`config.mk`:
```
export PLATFORM = sky130hd
export DESIGN_NAME = cache_control_p
export DESIGN_NICKNAME = d
export VERILOG_FILES = /design/src/rtl/cache_control_p.sv
export SDC_FILE = /design/constraint.sdc
export NUM_CORES = 1
export LEC_CHECK = 0
export BUFFER_PORTS_ARGS = -buffer_cell sky130_fd_sc_hd__buf_4
export CAP_MARGIN = 5
export CORE_ASPECT_RATIO = 1.75
export CORE_MARGIN = 2
export CORE_UTILIZATION = 50
export CTS_BUF_LIST = sky130_fd_sc_hd__clkbuf_16
export DETAILED_ROUTE_END_ITERATION = 8
export GPL_ROUTABILITY_DRIVEN = 0
export PLACE_DENSITY = 0.74
export SETUP_SLACK_MARGIN = 0.5
export SYNTH_ARGS = -nofsm -noshare
export SYNTH_HDL_FRONTEND = slang
export SYNTH_SLANG_ARGS = --single-unit
```
`constraint.sdc`:
```
create_clock -name clk -period 6.6 [get_ports clk]
set_input_delay 1.32 -clock clk [delete_from_list [all_inputs] [get_ports clk]]
set_output_delay 1.32 -clock clk [all_outputs]
set_load 0.01 [all_outputs]
```
`src/rtl/cache_control_p.sv`:
```
// -----------------------------------------------------------------------------
// cache_control_p
// Control FSM for the 2-way pipelined L1 cache datapath (cache_datapath_p).
// Hits are serviced one per cycle with no bubbles. A miss freezes the CPU
// pipeline and is serialised as writeback (dirty victim only), fetch, install
// and replay. The replay re-presents the held request so that it hits and
// completes like a normal hit. Also keeps saturating hit/miss/writeback
// performance counters.
//
// State table
//   state      | meaning
//   -----------+--------------------------------------------------------------
//   IDLE       | accept CPU requests; hits complete same cycle, misses latch
//   WRITEBACK  | dirty victim line written to memory through the adaptor
//   FETCH      | requested line read from memory through the adaptor
//   INSTALL    | memory line written into the victim way, marked clean
//   REPLAY     | held request re-run as a hit; mem_resp pulsed
//
// Ports
//   clk, rst                      clock, synchronous active-high reset
//   mem_read, mem_write           CPU request (mutually exclusive)
//   mem_resp, stall               CPU completion and pipeline freeze
//   cache_hit, hit1               datapath hit and hit way
//   dirty_o, lru_out              datapath victim dirty bit and LRU way
//   source_sel, way_sel, tag_sel  datapath data/way/tag selects
//   addrmux_sel                   0 live CPU address, 1 held address
//   load_cache, load_dirty,       array, dirty and LRU write strobes
//   dirty_sel, load_lru
//   read_lru, read_cache_data     array read enables, always on
//   pmem_read, pmem_write,        cacheline adaptor handshake
//   pmem_resp
//   hit_cnt, miss_cnt, wb_cnt     saturating performance counters
// -----------------------------------------------------------------------------
module cache_control_p #(
    parameter int unsigned CTR_W = 32
) (
    input  logic             clk,
    input  logic             rst,

    input  logic             mem_read,
    input  logic             mem_write,
    output logic             mem_resp,
    output logic             stall,

    input  logic             cache_hit,
    input  logic             hit1,
    input  logic             dirty_o,
    input  logic             lru_out,

    output logic             source_sel,
    output logic             way_sel,
    output logic             tag_sel,
    output logic             addrmux_sel,
    output logic             load_cache,
    output logic             load_dirty,
    output logic             dirty_sel,
    output logic             load_lru,
    output logic             read_lru,
    output logic             read_cache_data,

    output logic             pmem_read,
    output logic             pmem_write,
    input  logic             pmem_resp,

    output logic [CTR_W-1:0] hit_cnt,
    output logic [CTR_W-1:0] miss_cnt,
    output logic [CTR_W-1:0] wb_cnt
);

    typedef enum logic [2:0] {
        ST_IDLE,
        ST_WRITEBACK,
        ST_FETCH,
        ST_INSTALL,
        ST_REPLAY
    } state_e;

    localparam logic [CTR_W-1:0] CNT_ONE = CTR_W'(1);
    localparam logic [CTR_W-1:0] CNT_MAX = {CTR_W{1'b1}};

    state_e           state_q, state_d;
    logic             victim_q, victim_d;
    logic             write_q, write_d;
    logic [CTR_W-1:0] hit_cnt_q, miss_cnt_q, wb_cnt_q;
    logic             hit_inc, miss_inc, wb_inc;
    logic             req;

    assign req = mem_read | mem_write;

    always_comb begin
        state_d         = state_q;
        victim_d        = victim_q;
        write_d         = write_q;
        mem_resp        = 1'b0;
        stall           = 1'b0;
        source_sel      = 1'b0;
        way_sel         = 1'b0;
        tag_sel         = 1'b0;
        addrmux_sel     = 1'b0;
        load_cache      = 1'b0;
        load_dirty      = 1'b0;
        dirty_sel       = 1'b0;
        load_lru        = 1'b0;
        read_lru        = 1'b1;
        read_cache_data = 1'b1;
        pmem_read       = 1'b0;
        pmem_write      = 1'b0;
        hit_inc         = 1'b0;
        miss_inc        = 1'b0;
        wb_inc          = 1'b0;

        // While reset is asserted every strobe stays quiet so an aborted miss
        // can never write the arrays or keep the adaptor busy.
        if (!rst) begin
            unique case (state_q)
                ST_IDLE: begin
                    if (req) begin
                        if (cache_hit) begin
                            mem_resp = 1'b1;
                            way_sel  = hit1;
                            load_lru = 1'b1;
                            hit_inc  = 1'b1;
                            if (mem_write) begin
                                load_cache = 1'b1;
                                load_dirty = 1'b1;
                                dirty_sel  = 1'b1;
                            end
                        end else begin
                            stall    = 1'b1;
                            miss_inc = 1'b1;
                            victim_d = lru_out;
                            // Request type is held so the replay completes the
                            // access even if the CPU drops its request.
                            write_d  = mem_write;
                            state_d  = dirty_o ? ST_WRITEBACK : ST_FETCH;
                        end
                    end
                end

                ST_WRITEBACK: begin
                    addrmux_sel = 1'b1;
                    way_sel     = victim_q;
                    pmem_write  = 1'b1;
                    stall       = 1'b1;
                    if (pmem_resp) begin
                        wb_inc  = 1'b1;
                        state_d = ST_FETCH;
                    end
                end

                ST_FETCH: begin
                    addrmux_sel = 1'b1;
                    tag_sel     = 1'b1;
                    pmem_read   = 1'b1;
                    stall       = 1'b1;
                    if (pmem_resp) begin
                        state_d = ST_INSTALL;
                    end
                end

                ST_INSTALL: begin
                    source_sel = 1'b1;
                    way_sel    = victim_q;
                    load_cache = 1'b1;
                    load_dirty = 1'b1;
                    stall      = 1'b1;
                    state_d    = ST_REPLAY;
                end

                ST_REPLAY: begin
                    addrmux_sel = 1'b1;
                    stall       = 1'b1;
                    mem_resp    = 1'b1;
                    way_sel     = hit1;
                    load_lru    = 1'b1;
                    if (write_q) begin
                        load_cache = 1'b1;
                        load_dirty = 1'b1;
                        dirty_sel  = 1'b1;
                    end
                    state_d = ST_IDLE;
                end

                default: begin
                    state_d = ST_IDLE;
                end
            endcase
        end
    end

    always_ff @(posedge clk) begin
        if (rst) begin
            state_q    <= ST_IDLE;
            victim_q   <= 1'b0;
            write_q    <= 1'b0;
            hit_cnt_q  <= '0;
            miss_cnt_q <= '0;
            wb_cnt_q   <= '0;
        end else begin
            state_q  <= state_d;
            victim_q <= victim_d;
            write_q  <= write_d;
            if (hit_inc && (hit_cnt_q != CNT_MAX)) begin
                hit_cnt_q <= hit_cnt_q + CNT_ONE;
            end
            if (miss_inc && (miss_cnt_q != CNT_MAX)) begin
                miss_cnt_q <= miss_cnt_q + CNT_ONE;
            end
            if (wb_inc && (wb_cnt_q != CNT_MAX)) begin
                wb_cnt_q <= wb_cnt_q + CNT_ONE;
            end
        end
    end

    assign hit_cnt  = hit_cnt_q;
    assign miss_cnt = miss_cnt_q;
    assign wb_cnt   = wb_cnt_q;

`ifndef SYNTHESIS
    // The line was just installed, so the replayed access cannot miss.
    replay_must_hit: assert property (@(posedge clk) disable iff (rst)
        (state_q == ST_REPLAY) |-> cache_hit)
        else $fatal(1, "cache_control_p: replay missed");

    pmem_exclusive: assert property (@(posedge clk) disable iff (rst)
        !(pmem_read && pmem_write))
        else $fatal(1, "cache_control_p: pmem_read and pmem_write both high");
`endif

endmodule

```
==> Word level (Yosys, flattened, before mapping) <==
Index checks and enable logic that the tools add are counted.
{ "word_totals": {"out_inout_bits": 110, "inputBits": 9, "reg_bits": 101} }
{ "classes": {"bitwise_logic": 2, "n_reduce_logical": 9, "mux": 41, "addsub": 3, "n_eq_ne": 11} }
{ "op_table": {"columns": ["operator", "n"], "rows": [
  ["32-bit by 1-bit adder with 32-bit output (second input constant)", 3],
  ["32-bit inequality test (second input constant)", 3],
  ["1-bit two-way mux", 30],
  ["3-bit two-way mux", 4],
  ["3-bit one-hot mux with 4 select lines", 1],
  ["2-bit inequality test (second input constant)", 4],
  ["3-bit by 2-bit equality test with 1-bit output (second input constant)", 2],
  ["1-bit one-hot mux with 2 select lines", 3],
  ["1-bit one-hot mux with 3 select lines", 2],
  ["4-bit AND reduction", 1],
  ["4-bit OR reduction", 1],
  ["3-bit by 1-bit equality test with 1-bit output (second input constant)", 1],
  ["3-bit equality test (second input constant)", 1],
  ["1-bit logical AND", 3],
  ["3-bit logical NOT", 1],
  ["3-bit AND reduction", 1],
  ["3-bit OR reduction", 1],
  ["2-bit two-way mux", 1],
  ["2-bit OR reduction", 1],
  ["1-bit inverter", 1],
  ["1-bit bitwise OR", 1]
]} }

==> Longest topological paths before layout <==
Gate-level depths: netlist (run 1).
{ "depth": {"word_depth": 5, "mapped_depth": 8} }

==> Worst setup path after synthesis (run 1) <==
OpenSTA, ideal clock, no wires.
{ "synth_path": {"path_type": "input port to output port", "start": "input port rst", "end": "output port tag_sel", "path_slack_ps": 2621, "path_buffers": 4, "t_arrival_ps": 2659, "stages": 5, "cell_sequence": "clkbuf_1 -> clkbuf_1 -> clkbuf_1 -> nor4b_1 -> buf_4"} }
{ "synth_via": {"elab_chain_cells": 1} }
{ "synth_rtl": {"columns": ["item", "line_no", "text"], "rows": [
  ["start, declared", "38", "input logic rst,"],
  ["1-bit two-way mux", null, null],
  ["end, declared", "52", "output logic tag_sel,"]
]} }
No other way between the ends.

==> Worst setup path after layout (run 1) <==
{ "layout_path": {"start": "input port rst", "end": "output port stall"} }
{ "layout_via": {"elab_chain_cells": 1} }
{ "layout_rtl": {"columns": ["item", "line_no", "text"], "rows": [
  ["1-bit two-way mux", "114", "if (!rst) begin"],
  ["end, declared", "43", "output logic stall,"]
]} }
No other way between the ends.

==> flow_summary.ini, run 1 <==
[logic_synthesis]
ys_seq_area_share_pct = 37.65
synth.avg_cell_area_sq_um = 8.051
synthesis.area_sq_um = 5370
syn_inst = 667
synth-seq-cells = 101
async_flop_share_pct = 0
yosysWarnings = 0
synth_cell_types = 56
synth-edff-count = 0
synthFlopType = dfxtp_1

[worst_setup_path]
crit_arrival_ns = 3.26
worstPathRequired_ns = 5.28
worst-setup-path-type = in -> out
path_max_fanout = 60
reg2reg_slack_ns = 3.67
r2r_start = state_q[2]
r2r-end = miss_cnt[25]
crit_path_end_kind = output pin
worstSetupStartpointType = primary input
ff2ff_path_depth = 5

[power_and_ir_drop]
p_leak_uw = 0.002282
power_density_nw_per_um2 = 186.1
vdd_drop_max_mv = 0.1354

[timing]
skew_ns = 0.007230
maxSlewViolCount = 0
rsz0062_at_grt = false
hold_viol = 0
fmax_ghz = 0.2181
setup_viol = 0
tightest_slew_ns = 1.182
min_period_ns = 4.585
fin_crit_sh_pct = 69.46
setup_tns_ns = 0
relSlewSlack_pct = 19.94

[detailed_routing]
drtIter0Drc = 413
drtPass1Iterations = 6
vias = 5710
routed_wl_um = 15300
ant_nets = 0
vias_per_cell = 6.366
wire_per_inst_um = 17.05
drc = 0

[cells_and_area]
layout_commonest_cell = buf_4
drive_gt1_share_pct = 21.12
syn_to_final_growth_pct = 22.41
multi_input_area_sq_um = 3147
utilization_pct = 62.18
nFillCells = 966
regArea_sq_um = 2022
n_antenna_cell = 0
postLayoutCellArea_sq_um = 6574
nets = 774
mostFrequentLayoutCells = buf_4 (121), dfxtp_1 (101), a21oi_1 (70)

[place]
dp_hpwl_um = 11120
placed_cell_area_sq_um = 6275
port-buffer-count = 116

[global_routing]
grt_pass1_vias = 5206
grt_overflow = 0
antenna_found_initial = 0
grt.total_usage_pct = 26.50
grt_pass1_wl_um = 24560
grt_max_degree = 61

[die]
rows = 50
start_util_pct = 50.79
fp.dieArea_sq_um = 11620
die_h_um = 141.1
ios = 119
core_sq_um = 10570
die_w_um = 82.34

[clock_network]
cts_max_path_buffers = 2
holdBufCountCts = 0
htree_levels = 3
cts-buffers-inserted = 9
clock_sinks = 101
cts.clk_slew.worst_paths_ns = 0.07
cts_resized = 0
root_buffer = clkbuf_16
clk_latency_ns = 0.34
cts_setup_buffers = 0
cts_tree = done

[worst_hold_path]
hold_class = reg -> reg
min-delay-start = write_q
hold-path-endpoint = write_q
hold_depth = 2

[job]
drv_cap = 0

[status]
status = finished, final reports clean
## metal layers
metal / up-vias / track usage (%) / wire [um]
met2: 201 / 45.88 / 8133
met5: - / 0 / 0
met3: 27 / 4.609 / 899
met4: 0 / 11.49 / 351
met1: 2732 / 31.04 / 5911
li1: 2750 / - / -
## cells by family (layout without fill, tap and decap cells)
kind of cell	count (synthesis)	after routing	share of synthesized area [%]
AOI/OAI and AO/OA	169	169	18.64
xor gates and xnor gates	9	9	1.468
adders and majority gates	3	3	0.6990
buffers and inverters	49	148	4.054
DFF	101	101	37.65
muxes	13	13	2.656
other	1	2	0.06983
and+or+nand+nor	322	322	34.76
## final cells by class
cell class              count  share of cell area [%]
repair buffers            121                   13.82
clock inverters             7                   1.028
inverters                  11                  0.6281
well taps                 130                   2.474
clock buffers               9                   3.426
multi-input cells         518                   47.87
flip-flops and latches    101                   30.76
## flip-flops by register name, summed over array words and instances (netlist names)
name	count
hit_cnt	32
miss_cnt	32
wb_cnt	32
state_q	3
victim_q	1
write_q	1
## worst max-delay path by stage
stage	startpoint	endpoint	depth (start not counted)	slack (ns)
after detailed placement	rst	stall	5	2.05
after global placement	rst	stall	5	2.07
after floorplan	rst	tag_sel	5	2.62
final	rst	stall	5	2.02
after CTS	rst	stall	5	2.04
after global routing	rst	stall	5	1.92
## where the power goes
group / switching (uW) / internal (uW) / total [uW]
registers: 9.31 / 614 / 623
logic: 43.7 / 28.5 / 72.2
clock network: 235 / 292 / 528
## per-stage QoR
stage               setup WS [ns]  cells  hold slack, ns  total power [uW]
floorplan                   2.621    668          0.4605             686.2
global placement            2.067    881          0.4804             707.9
detailed placement          2.052    881          0.4847             709.3
CTS                         2.035    897          0.5025              1232
global route                1.923    897          0.5356              1265
finish                      2.015    897          0.4994              1223
## worst max-delay path: stages
cell	delay (ns)
buf_4	0.29
or3_1	0.59
nor4_1	0.73
or3_1	0.21
buf_4	0.12
## synthesized netlist by cell type (6+ instances only)
cell type  instances  share of area [%]
nand2_1           51                3.6
xor2_1             6               0.98
nand4_1           38                4.4
inv_1             10               0.70
o21ai_0           45                4.2
a21oi_1           70                6.5
nor4_1            13                1.5
and4_1            10                1.6
and3_1            11                1.3
dfxtp_1          101                 38
nand3_1           32                3.0
nor2b_1           10                1.2
nor2_1            43                3.0
o31ai_1           24                3.4
or4_1             24                3.4
nor3_1            14                1.3
mux2_2            10                2.1
clkbuf_1          30                2.1
or3_1             44                5.1
(Power assumes the default switching activity.)
==> run 2: changes to the inputs <==
ABC_AREA = 1   (was unset)
PLACE_DENSITY = 0.73   (was 0.74)
clock period = 4.7 ns   (was 6.6 ns; I/O delays follow)
==> run 2 against run 1 <==
Compared with the run above: utilization is 2.1 points lower; synthesized cell count is 54% higher; final cell count up 45%; count of clock-buffer cells in the layout is the same; critical path type unchanged; highest routed layer unchanged.
==> flow_summary.ini, run 2 <==
[clock_network]
cts.clk_slew.worst_paths_ns = 0.07
cts_resized = 0
clk_latency_ns = 0.35
cts_setup_buffers = 0
cts_tree = done
clock_sinks = 101
htree_levels = 3
cts_max_path_buffers = 2
cts-buffers-inserted = 9
holdBufCountCts = 0
root_buffer = clkbuf_16

[worst_setup_path]
reg2reg_slack_ns = 2.22
critPathSlowestCell = inv_2
cp_cell_sequence = buf_4, inv_2, nand3_2, inv_1, nor2_1, nand2_1, buf_4
path_buf_inv = 4
max_stage_delay_ns = 0.34
ff2ff_path_depth = 10
worstPathRequired_ns = 3.76
crit_arrival_ns = 2.32
crit_family = buffers and inverters
r2r-end = wb_cnt[6]
critPathLaunch = rst
cp_common_cell = buf_4
crit_path_end_kind = output pin
path_max_fanout = 31
r2r_start = wb_cnt[1]
worstSetupStartpointType = primary input
worst-setup-path-type = in -> out

[place]
dp_hpwl_um = 13440
placed_cells = 1281
placed_cell_area_sq_um = 7099
port-buffer-count = 116

[global_routing]
grt_max_degree = 65
grt_pass1_wl_um = 27660
grt_overflow = 0
antenna_found_initial = 0
grt.total_usage_pct = 26.36
grt_pass1_vias = 6094

[cells_and_area]
layout_commonest_cell = nand2_1
utilization_pct = 60.10
drive_gt1_share_pct = 16.47
nets = 1136
nFillCells = 1294
layoutNonFillerInstCount = 1297
syn_to_final_growth_pct = 18.61
postLayoutCellArea_sq_um = 7391
n_antenna_cell = 0
mostFrequentLayoutCells = nand2_1 (290), nor2_1 (250), buf_4 (118)

[timing]
maxSlewViolCount = 0
tightest_slew_ns = 0.6964
setup_viol = 0
whs_ns = 0.4580
min_period_ns = 3.258
rsz0062_at_grt = false
skew_ns = 0.008507
relSlewSlack_pct = 53.57
fin_crit_sh_pct = 69.32
setup_tns_ns = 0
fmax_ghz = 0.3069
hold_viol = 0

[logic_synthesis]
synthesis.area_sq_um = 6231
yosysMostFrequentCell = nand2_1
yosysWarnings = 0
synth-seq-cells = 101
synth_top_cell_area_share_pct = 32.45
synthFlopType = dfxtp_1
ys_seq_area_share_pct = 32.45
netlist_top_cells_count = nand2_1 (290), nor2_1 (250), nand3_1 (105), dfxtp_1 (101), a21oi_1 (72)
async_flop_share_pct = 0
synth_top_cell_by_area = dfxtp_1
synth.avg_cell_area_sq_um = 6.055
syn_inst = 1029
yosys-top-cells-area = dfxtp_1 (32%), nand2_1 (17%), nor2_1 (15%)
synth-edff-count = 0
synth_cell_types = 31

[power_and_ir_drop]
combPwrFrac_pct = 15.4
clkPwrFrac_pct = 38.5
vdd_drop_max_mv = 0.2454
p_sw_uw = 566.1
p_leak_uw = 0.003007
seq_power_share_pct = 46.1
power.internal_uw = 1383
power_density_nw_per_um2 = 263.8
sw_frac_of_total_pct = 29.04

[worst_hold_path]
hold_depth = 2
hold_class = reg -> reg
hold-path-endpoint = write_q
min-delay-start = write_q

[die]
core_sq_um = 12300
die_w_um = 88.39
fp.dieArea_sq_um = 13410
die_h_um = 151.7
start_util_pct = 50.67
rows = 54
ios = 119

[detailed_routing]
drc = 0
drtPass1Iterations = 5
ant_nets = 0
vias = 6708
drtIter0Drc = 309
routed_wl_um = 17750
vias_per_cell = 5.172
wire_per_inst_um = 13.69

[status]
status = finished, final reports clean

[job]
drv_cap = 0
==> run 2: cell type report <==
class	instances	area (sq um)	share of cell area (%)
Clock buffer	9	225.2	3.047
Clock inverter	7	66.31	0.8972
Inverter	79	296.5	4.012
Multi-Input combinational cell	815	3685	49.86
Sequential cell	101	2022	27.36
Tap cell	168	210.2	2.844
Timing Repair Buffer	118	885.9	11.99
==> run 2: metrics by stage <==
step | power, uW | setup WS [ns]
finish | 1949 | 1.442
global route | 2028 | 1.313
CTS | 1963 | 1.468
detailed placement | 1216 | 1.476
global placement | 1215 | 1.466
floorplan | 1131 | 1.897
==> run 2: how the worst max path moves through the flow <==
stage,endpoint,depth (start not counted),slack [ns]
after global routing,stall,7,1.31
after CTS,stall,7,1.47
final,stall,7,1.44
after floorplan,tag_sel,4,1.90
after global placement,stall,7,1.47
after detailed placement,stall,7,1.48
==> run 2: cell families after synthesis <==
logic type	Yosys count	synth area share, %
AOI/OAI and AO/OA	102	9.337
and+or+nand+nor	694	47.11
buffers and inverters	114	8.474
DFF	101	32.45
xor gates and xnor gates	14	1.968
other	1	0.06018
adders and majority gates	3	0.6025
==> run 2: per-layer routing <==
layer,up-vias,track usage (%),part of all wire (%)
li1,3448,-,-
met2,193,48.20,53
met3,54,4.334,4.2
met4,0,15.30,5.4
met1,3013,27.56,38
met5,-,0,0
==> run 2: power by group through the flow <==
stage | Clock, uW | Combinational (uW) | Sequential, uW
global route | 791 | 336 | 901
floorplan | 0 | 216 | 914
CTS | 764 | 301 | 898
finish | 751 | 300 | 898
detailed placement | 0 | 298 | 918
global placement | 0 | 298 | 917
==> run 2: worst min-delay path, stage by stage (launching register included) <==
cell and delay [ns]:
dfxtp_1 0.30, inv_1 0.06, a21oi_1 0.06
